--- src/rtl/rr_lock_arbiter_if.sv ---
// Requester-side bundle for rr_lock_arbiter: request/last in, registered grant out.
// The arbiter connects through the slave modport; the requester side uses master.
interface rr_lock_arbiter_if #(
    parameter int NumRequests = 4
);
    localparam int IdW = ($clog2(NumRequests) == 0) ? 1 : $clog2(NumRequests);

    logic [NumRequests-1:0] request;
    logic                   last;
    logic [NumRequests-1:0] grant;
    logic [IdW-1:0]         grant_id;
    logic                   busy;

    modport master (
        output request,
        output last,
        input  grant,
        input  grant_id,
        input  busy
    );

    modport slave (
        input  request,
        input  last,
        output grant,
        output grant_id,
        output busy
    );
endinterface

--- src/rtl/rr_lock_arbiter.sv ---
// Round-robin arbiter with grant locking: a winner holds the resource until last,
// request drop or MaxHold cycles, then priority moves to the index after it.
module rr_lock_arbiter #(
    parameter int NumRequests = 4,
    parameter int MaxHold     = 4
) (
    input  logic             clk,
    input  logic             rst_n,
    rr_lock_arbiter_if.slave bus
);
    localparam int IdW = ($clog2(NumRequests) == 0) ? 1 : $clog2(NumRequests);
    localparam int HcW = $clog2(MaxHold + 1);

    typedef enum logic {IDLE, GRANT} state_t;

    state_t                 state;
    logic [NumRequests-1:0] grant_q;
    logic [IdW-1:0]         id_q;
    logic                   busy_q;
    logic [IdW-1:0]         ptr;
    logic [HcW-1:0]         hcnt;

    logic [IdW-1:0]         nxt_ptr;
    logic [IdW-1:0]         start;
    logic [IdW-1:0]         win_id;
    logic                   win_ok;
    logic                   done;

    // Explicit modulo-NumRequests step so non-power-of-2 sizes wrap correctly.
    function automatic logic [IdW-1:0] wrap_add(input logic [IdW-1:0] base, input int k);
        int s;
        s = int'(base) + k;
        if (s >= NumRequests) s = s - NumRequests;
        return IdW'(s);
    endfunction

    assign nxt_ptr = (id_q == IdW'(NumRequests - 1)) ? '0 : id_q + IdW'(1);

    assign done = (state == GRANT) &&
                  (bus.last || !bus.request[id_q] || (hcnt == HcW'(MaxHold)));

    // On termination the scan starts after the finishing holder, same cycle.
    assign start = (state == GRANT) ? nxt_ptr : ptr;

    // Scan farthest offset first so the nearest requester overwrites.
    always_comb begin
        win_ok = 1'b0;
        win_id = '0;
        for (int k = NumRequests - 1; k >= 0; k--) begin
            if (bus.request[wrap_add(start, k)]) begin
                win_ok = 1'b1;
                win_id = wrap_add(start, k);
            end
        end
    end

    always_ff @(posedge clk or negedge rst_n) begin
        if (!rst_n) begin
            state   <= IDLE;
            grant_q <= '0;
            id_q    <= '0;
            busy_q  <= 1'b0;
            ptr     <= '0;
            hcnt    <= '0;
        end else begin
            case (state)
                IDLE: begin
                    if (win_ok) begin
                        state   <= GRANT;
                        grant_q <= NumRequests'(1) << win_id;
                        id_q    <= win_id;
                        busy_q  <= 1'b1;
                        hcnt    <= HcW'(1);
                    end
                end
                GRANT: begin
                    if (!done) begin
                        hcnt <= hcnt + HcW'(1);
                    end else begin
                        ptr <= nxt_ptr;
                        if (win_ok) begin
                            grant_q <= NumRequests'(1) << win_id;
                            id_q    <= win_id;
                            busy_q  <= 1'b1;
                            hcnt    <= HcW'(1);
                        end else begin
                            state   <= IDLE;
                            grant_q <= '0;
                            id_q    <= '0;
                            busy_q  <= 1'b0;
                            hcnt    <= '0;
                        end
                    end
                end
                default: state <= IDLE;
            endcase
        end
    end

    assign bus.grant    = grant_q;
    assign bus.grant_id = id_q;
    assign bus.busy     = busy_q;

    a_onehot: assert property (@(posedge clk) disable iff (!rst_n) $onehot0(grant_q));
    a_busy:   assert property (@(posedge clk) disable iff (!rst_n) busy_q == (grant_q != '0));
    a_id:     assert property (@(posedge clk) disable iff (!rst_n) !busy_q || grant_q[id_q]);
    a_hold:   assert property (@(posedge clk) disable iff (!rst_n) hcnt <= HcW'(MaxHold));
endmodule

--- src/flat_wrapper.sv ---
// flat-port wrapper written by rule: the top's interface ports become plain ports
module rr_lock_arbiter_flat 
#(
    parameter int NumRequests = 4,
    parameter int MaxHold     = 4
)
  (clk, rst_n, bus_request, bus_last, bus_grant, bus_grant_id, bus_busy);
  rr_lock_arbiter_if #(.NumRequests(NumRequests)) bus_i ();
  input  logic clk;
  input  logic rst_n;
  input wire logic [$bits(bus_i.request)-1:0] bus_request;
  input wire logic [$bits(bus_i.last)-1:0] bus_last;
  output wire logic [$bits(bus_i.grant)-1:0] bus_grant;
  output wire logic [$bits(bus_i.grant_id)-1:0] bus_grant_id;
  output wire logic [$bits(bus_i.busy)-1:0] bus_busy;
  assign bus_i.request = bus_request;
  assign bus_i.last = bus_last;
  assign bus_grant = bus_i.grant;
  assign bus_grant_id = bus_i.grant_id;
  assign bus_busy = bus_i.busy;
  rr_lock_arbiter #(.NumRequests(NumRequests), .MaxHold(MaxHold)) u_core (.clk(clk), .rst_n(rst_n), .bus(bus_i));
endmodule
--- config.mk ---
export PLATFORM = sky130hd
export DESIGN_NAME = rr_lock_arbiter_flat
export DESIGN_NICKNAME = d
export VERILOG_FILES = /design/src/rtl/rr_lock_arbiter_if.sv /design/src/rtl/rr_lock_arbiter.sv /design/src/flat_wrapper.sv
export SDC_FILE = /design/constraint.sdc
export NUM_CORES = 1
export LEC_CHECK = 0
export BUFFER_PORTS_ARGS = -buffer_cell sky130_fd_sc_hd__buf_2
export CAP_MARGIN = 40
export CORE_MARGIN = 3
export CORE_UTILIZATION = 45
export CTS_CLUSTER_SIZE = 30
export DETAILED_ROUTE_END_ITERATION = 10
export GPL_ROUTABILITY_DRIVEN = 0
export MAX_ROUTING_LAYER = met4
export PLACE_DENSITY = 0.71
export SETUP_SLACK_MARGIN = 0.2
export SLEW_MARGIN = 40
export SYNTH_ARGS = -nofsm -noshare
export SYNTH_HDL_FRONTEND = slang
export SYNTH_SLANG_ARGS = --single-unit
--- constraint.sdc ---
create_clock -name clk -period 2.65 [get_ports clk]
set_input_delay 0.3975 -clock clk [delete_from_list [all_inputs] [get_ports clk]]
set_output_delay 0.3975 -clock clk [all_outputs]
set_load 0.05 [all_outputs]
==> flow_metrics.tcl <==
set metrics [dict create \
    status "finished with violations" \
    violations "negative hold slack" \
    ys_seq_area_share_pct 45.6 \
    drt_iter0_drc 12 \
    leakage_nw 0.399 \
    crit_type "register to register" \
    power_mw 1.04 \
    intPower_mw 0.561 \
    synth_top_cell_by_area "dfrtp_1" \
    coreArea_sq_um 1400 \
    cap_violations 0 \
    avgSynthCellArea_sq_um 10.6 \
    root_buffer "clkbuf_4" \
    insertion_delay_ns 0.27 \
    h-tree-depth 1 \
    hold_slack_ns -0.000614 \
    die_area_sq_um 2100 \
    grt_pass1_vias 530 \
    finalNetCount 94 \
    fill_cells 123 \
    cts_sinks 13 \
    grt_use_met1_pct 24.3 \
    r2r-start "u_core.bus.grant_id[0]$_DFFE_PN0P_" \
    via_per_inst 5.66 \
    ys_ff_latch 13 \
    max_freq_ghz 0.509 \
    dp_hpwl_um 1030 \
    wirelength_um 1350 \
    ff2ff_path_depth 5 \
    ios 14 \
    start_util_pct 51.0 \
    p_comb_share_pct 57.1 \
    final_cell_area_sq_um 820 \
    period_share_pct 74.1 \
    netlist_top_cells_area "dfrtp_1 (46%), mux2_2 (6.3%), nand2_1 (5.8%)" \
    ys_types 23 \
    grtUsageMet2_pct 22.3 \
    setup_viol 0 \
    switching_share_pct 46.2 \
    final_cells 98 \
    switchingPower_mw 0.483 \
    syn-num-nets 77 \
    crit_fanout 6 \
    worst_slew_pin_slew_ns 0.422 \
    clock_path_buffers 2 \
    busiest_layer "met1" \
    cp_data_required_time_ns 2.85 \
    diodes 0 \
    cts.repair.resized 0 \
    slowest_stage "mux4_2" \
    use_met3_pct 2.37 \
    rr_endpoint "u_core.bus.grant[3]$_DFFE_PN0P_" \
    cp_data_arrival_time_ns 2.16 \
    die_x_um 45.8 \
    p_seq_share_pct 31.6 \
    syn-instance-count 67 \
    hp-class "primary input to asynchronous set/reset pin" \
    grt_use_total_pct 17.0 \
    ant_nets 0 \
    yosys_warnings 0 \
    slew_headroom_pct 71.8 \
    worstSetupStartpointType "register" \
    syn_area_sq_um 713 \
    cts_tree "built" \
    slowest_delay_ns 0.54 \
    remaining_drc_errors 0 \
    port_buffers 13 \
    antenna_found_initial 0 \
    wl_per_cell_um 13.7 \
    overflow 0 \
    core.rowCount 13 \
    setup-tns-final_ns 0 \
    holdBufCountCts 0 \
    firstDrtPassIters 6 \
    numCtsBuffers 3 \
    areaGrowthSynthToFinish_pct 14.9 \
    die_h_um 45.8 \
    worst-r2r-setup-slack_ns 0.69 \
    num_vias 555 \
    yosysTopAreaCellShare_pct 45.6 \
    post-cts-setup-buffer-count 0 \
    path_cells "mux4_2 > and3_4 > a21oi_4 > or3b_4 > o21ai_2" \
    hold_viol 3 \
    slew_violations 0 \
    clock_skew_ns 0.00209 \
    drive_above_1_share_pct 31.3 \
    ir_drop_mv 0.798 \
    period_minus_slack_ns 1.96 \
    grt_pass1_wl_um 2420 \
    p_clk_share_pct 11.3 \
    clkTransAtPathRegs_ns 0.08 \
    rsz0062_at_grt "no" \
    worst_setup_path_end_kind "register" \
    place_inst 94 \
    p_per_area_nw_per_um2 1270 \
    placed_area_sq_um 793 \
    grt_max_degree 14 \
]
==> state kept, by name, indices dropped and copies added (netlist names) <==
| name | cells |
|---|---|
| u_core.hcnt | 3 |
| u_core.bus.grant_id | 2 |
| u_core.bus.grant | 4 |
| u_core.state | 1 |
| u_core.bus.busy | 1 |
| u_core.ptr | 2 |
==> power by group through the flow <==
stage / sequential [mW] / combinational [mW] / clock [mW]
after CTS: 0.329 / 0.601 / 0.123
final: 0.330 / 0.596 / 0.118
after floorplan: 0.469 / 0.335 / 0
after global routing: 0.342 / 0.661 / 0.131
after global placement: 0.330 / 0.592 / 0
after detailed placement: 0.333 / 0.599 / 0
==> cell usage after synthesis <==
master / instances
a22o_1: 4
o21ai_2: 2
a21oi_1: 4
nor2_1: 5
nand2_1: 11
o21bai_1: 1
nand3b_1: 2
and3_4: 1
o211ai_1: 1
or3b_4: 1
a21o_1: 2
clkbuf_1: 1
a21oi_4: 1
nor2b_1: 1
mux2_2: 4
mux4_2: 1
ha_1: 3
o21a_1: 1
mux2i_1: 2
dfrtp_1: 13
o21ai_0: 3
nand2b_1: 1
inv_1: 2
==> logic make-up after synthesis <==
group                      share of synthesized area [%]
adders and majority gates                           5.26
and+or+nand+nor                                     15.4
AOI/OAI and AO/OA                                   19.8
DFF                                                 45.6
muxes                                               12.3
buffers and inverters                               1.58
==> how the worst max path moves through the flow <==
| stage | from | endpoint | slack [ns] | depth (start not counted) |
|---|---|---|---|---|
| final | u_core.bus.grant_id[0]$_DFFE_PN0P_ | u_core.bus.grant[3]$_DFFE_PN0P_ | 0.69 | 5 |
| after floorplan | u_core.bus.grant_id[0]$_DFFE_PN0P_ | u_core.bus.grant[1]$_DFFE_PN0P_ | 0.47 | 5 |
| after CTS | u_core.bus.grant_id[0]$_DFFE_PN0P_ | u_core.bus.grant[3]$_DFFE_PN0P_ | 0.68 | 5 |
| after global routing | u_core.bus.grant_id[0]$_DFFE_PN0P_ | u_core.bus.grant[1]$_DFFE_PN0P_ | 0.57 | 5 |
| after global placement | bus_request[3] | u_core.bus.grant[1]$_DFFE_PN0P_ | 0.69 | 6 |
| after detailed placement | bus_request[3] | u_core.bus.grant[3]$_DFFE_PN0P_ | 0.67 | 6 |
==> through the flow <==
stage,utilization [%],worst slack (ns)
2_1_floorplan,-,0.475
3_3_place_gp,56.7,0.693
3_5_place_dp,56.7,0.671
4_1_cts,58.6,0.680
5_1_grt,58.6,0.569
6_report,58.6,0.686
==> cell usage in the layout, fill, tap and decap left out, drive strengths merged <==
cell | synthesis | layout
a21oi | 5 | 5
ha | 3 | 3
nand2b | 1 | 1
and3 | 1 | 1
o21bai | 1 | 1
o211ai | 1 | 1
a22o | 4 | 4
buf | 0 | 13
mux4 | 1 | 1
nor2 | 5 | 5
o21ai | 5 | 5
o21a | 1 | 1
nand2 | 11 | 11
clkbuf | 1 | 4
dfrtp | 13 | 13
nand3b | 2 | 2
mux2 | 4 | 4
inv | 2 | 2
or3b | 1 | 1
a21o | 2 | 2
nor2b | 1 | 1
mux2i | 2 | 2
==> cell type report <==
cell class	count	area, sq um	share of cell area, %
well taps	15	18.8	2.29
repair buffers	13	65.1	7.94
multi-input cells	51	377	46.0
flip-flops and latches	13	325	39.7
inverters	2	7.51	0.916
clock buffers	4	26.3	3.21
==> per-layer routing <==
layer  wire (um)  vias up  share of wire [%]
li1            -      273                  -
met1         683      266                 51
met2         576       14                 43
met3          67        2                5.0
met4          17        0                1.3
met5           0        -                  0
==> critical path: cells and delay by family, from the launching register on <==
kind | cells | cell delay [ns]
AO/OA/AOI/OAI | 2 | 0.27
AND/OR/NAND/NOR | 2 | 0.63
multiplexers | 1 | 0.54
flip-flops | 1 | 0.45
No activity file was read; power rests on OpenSTA's default activity.
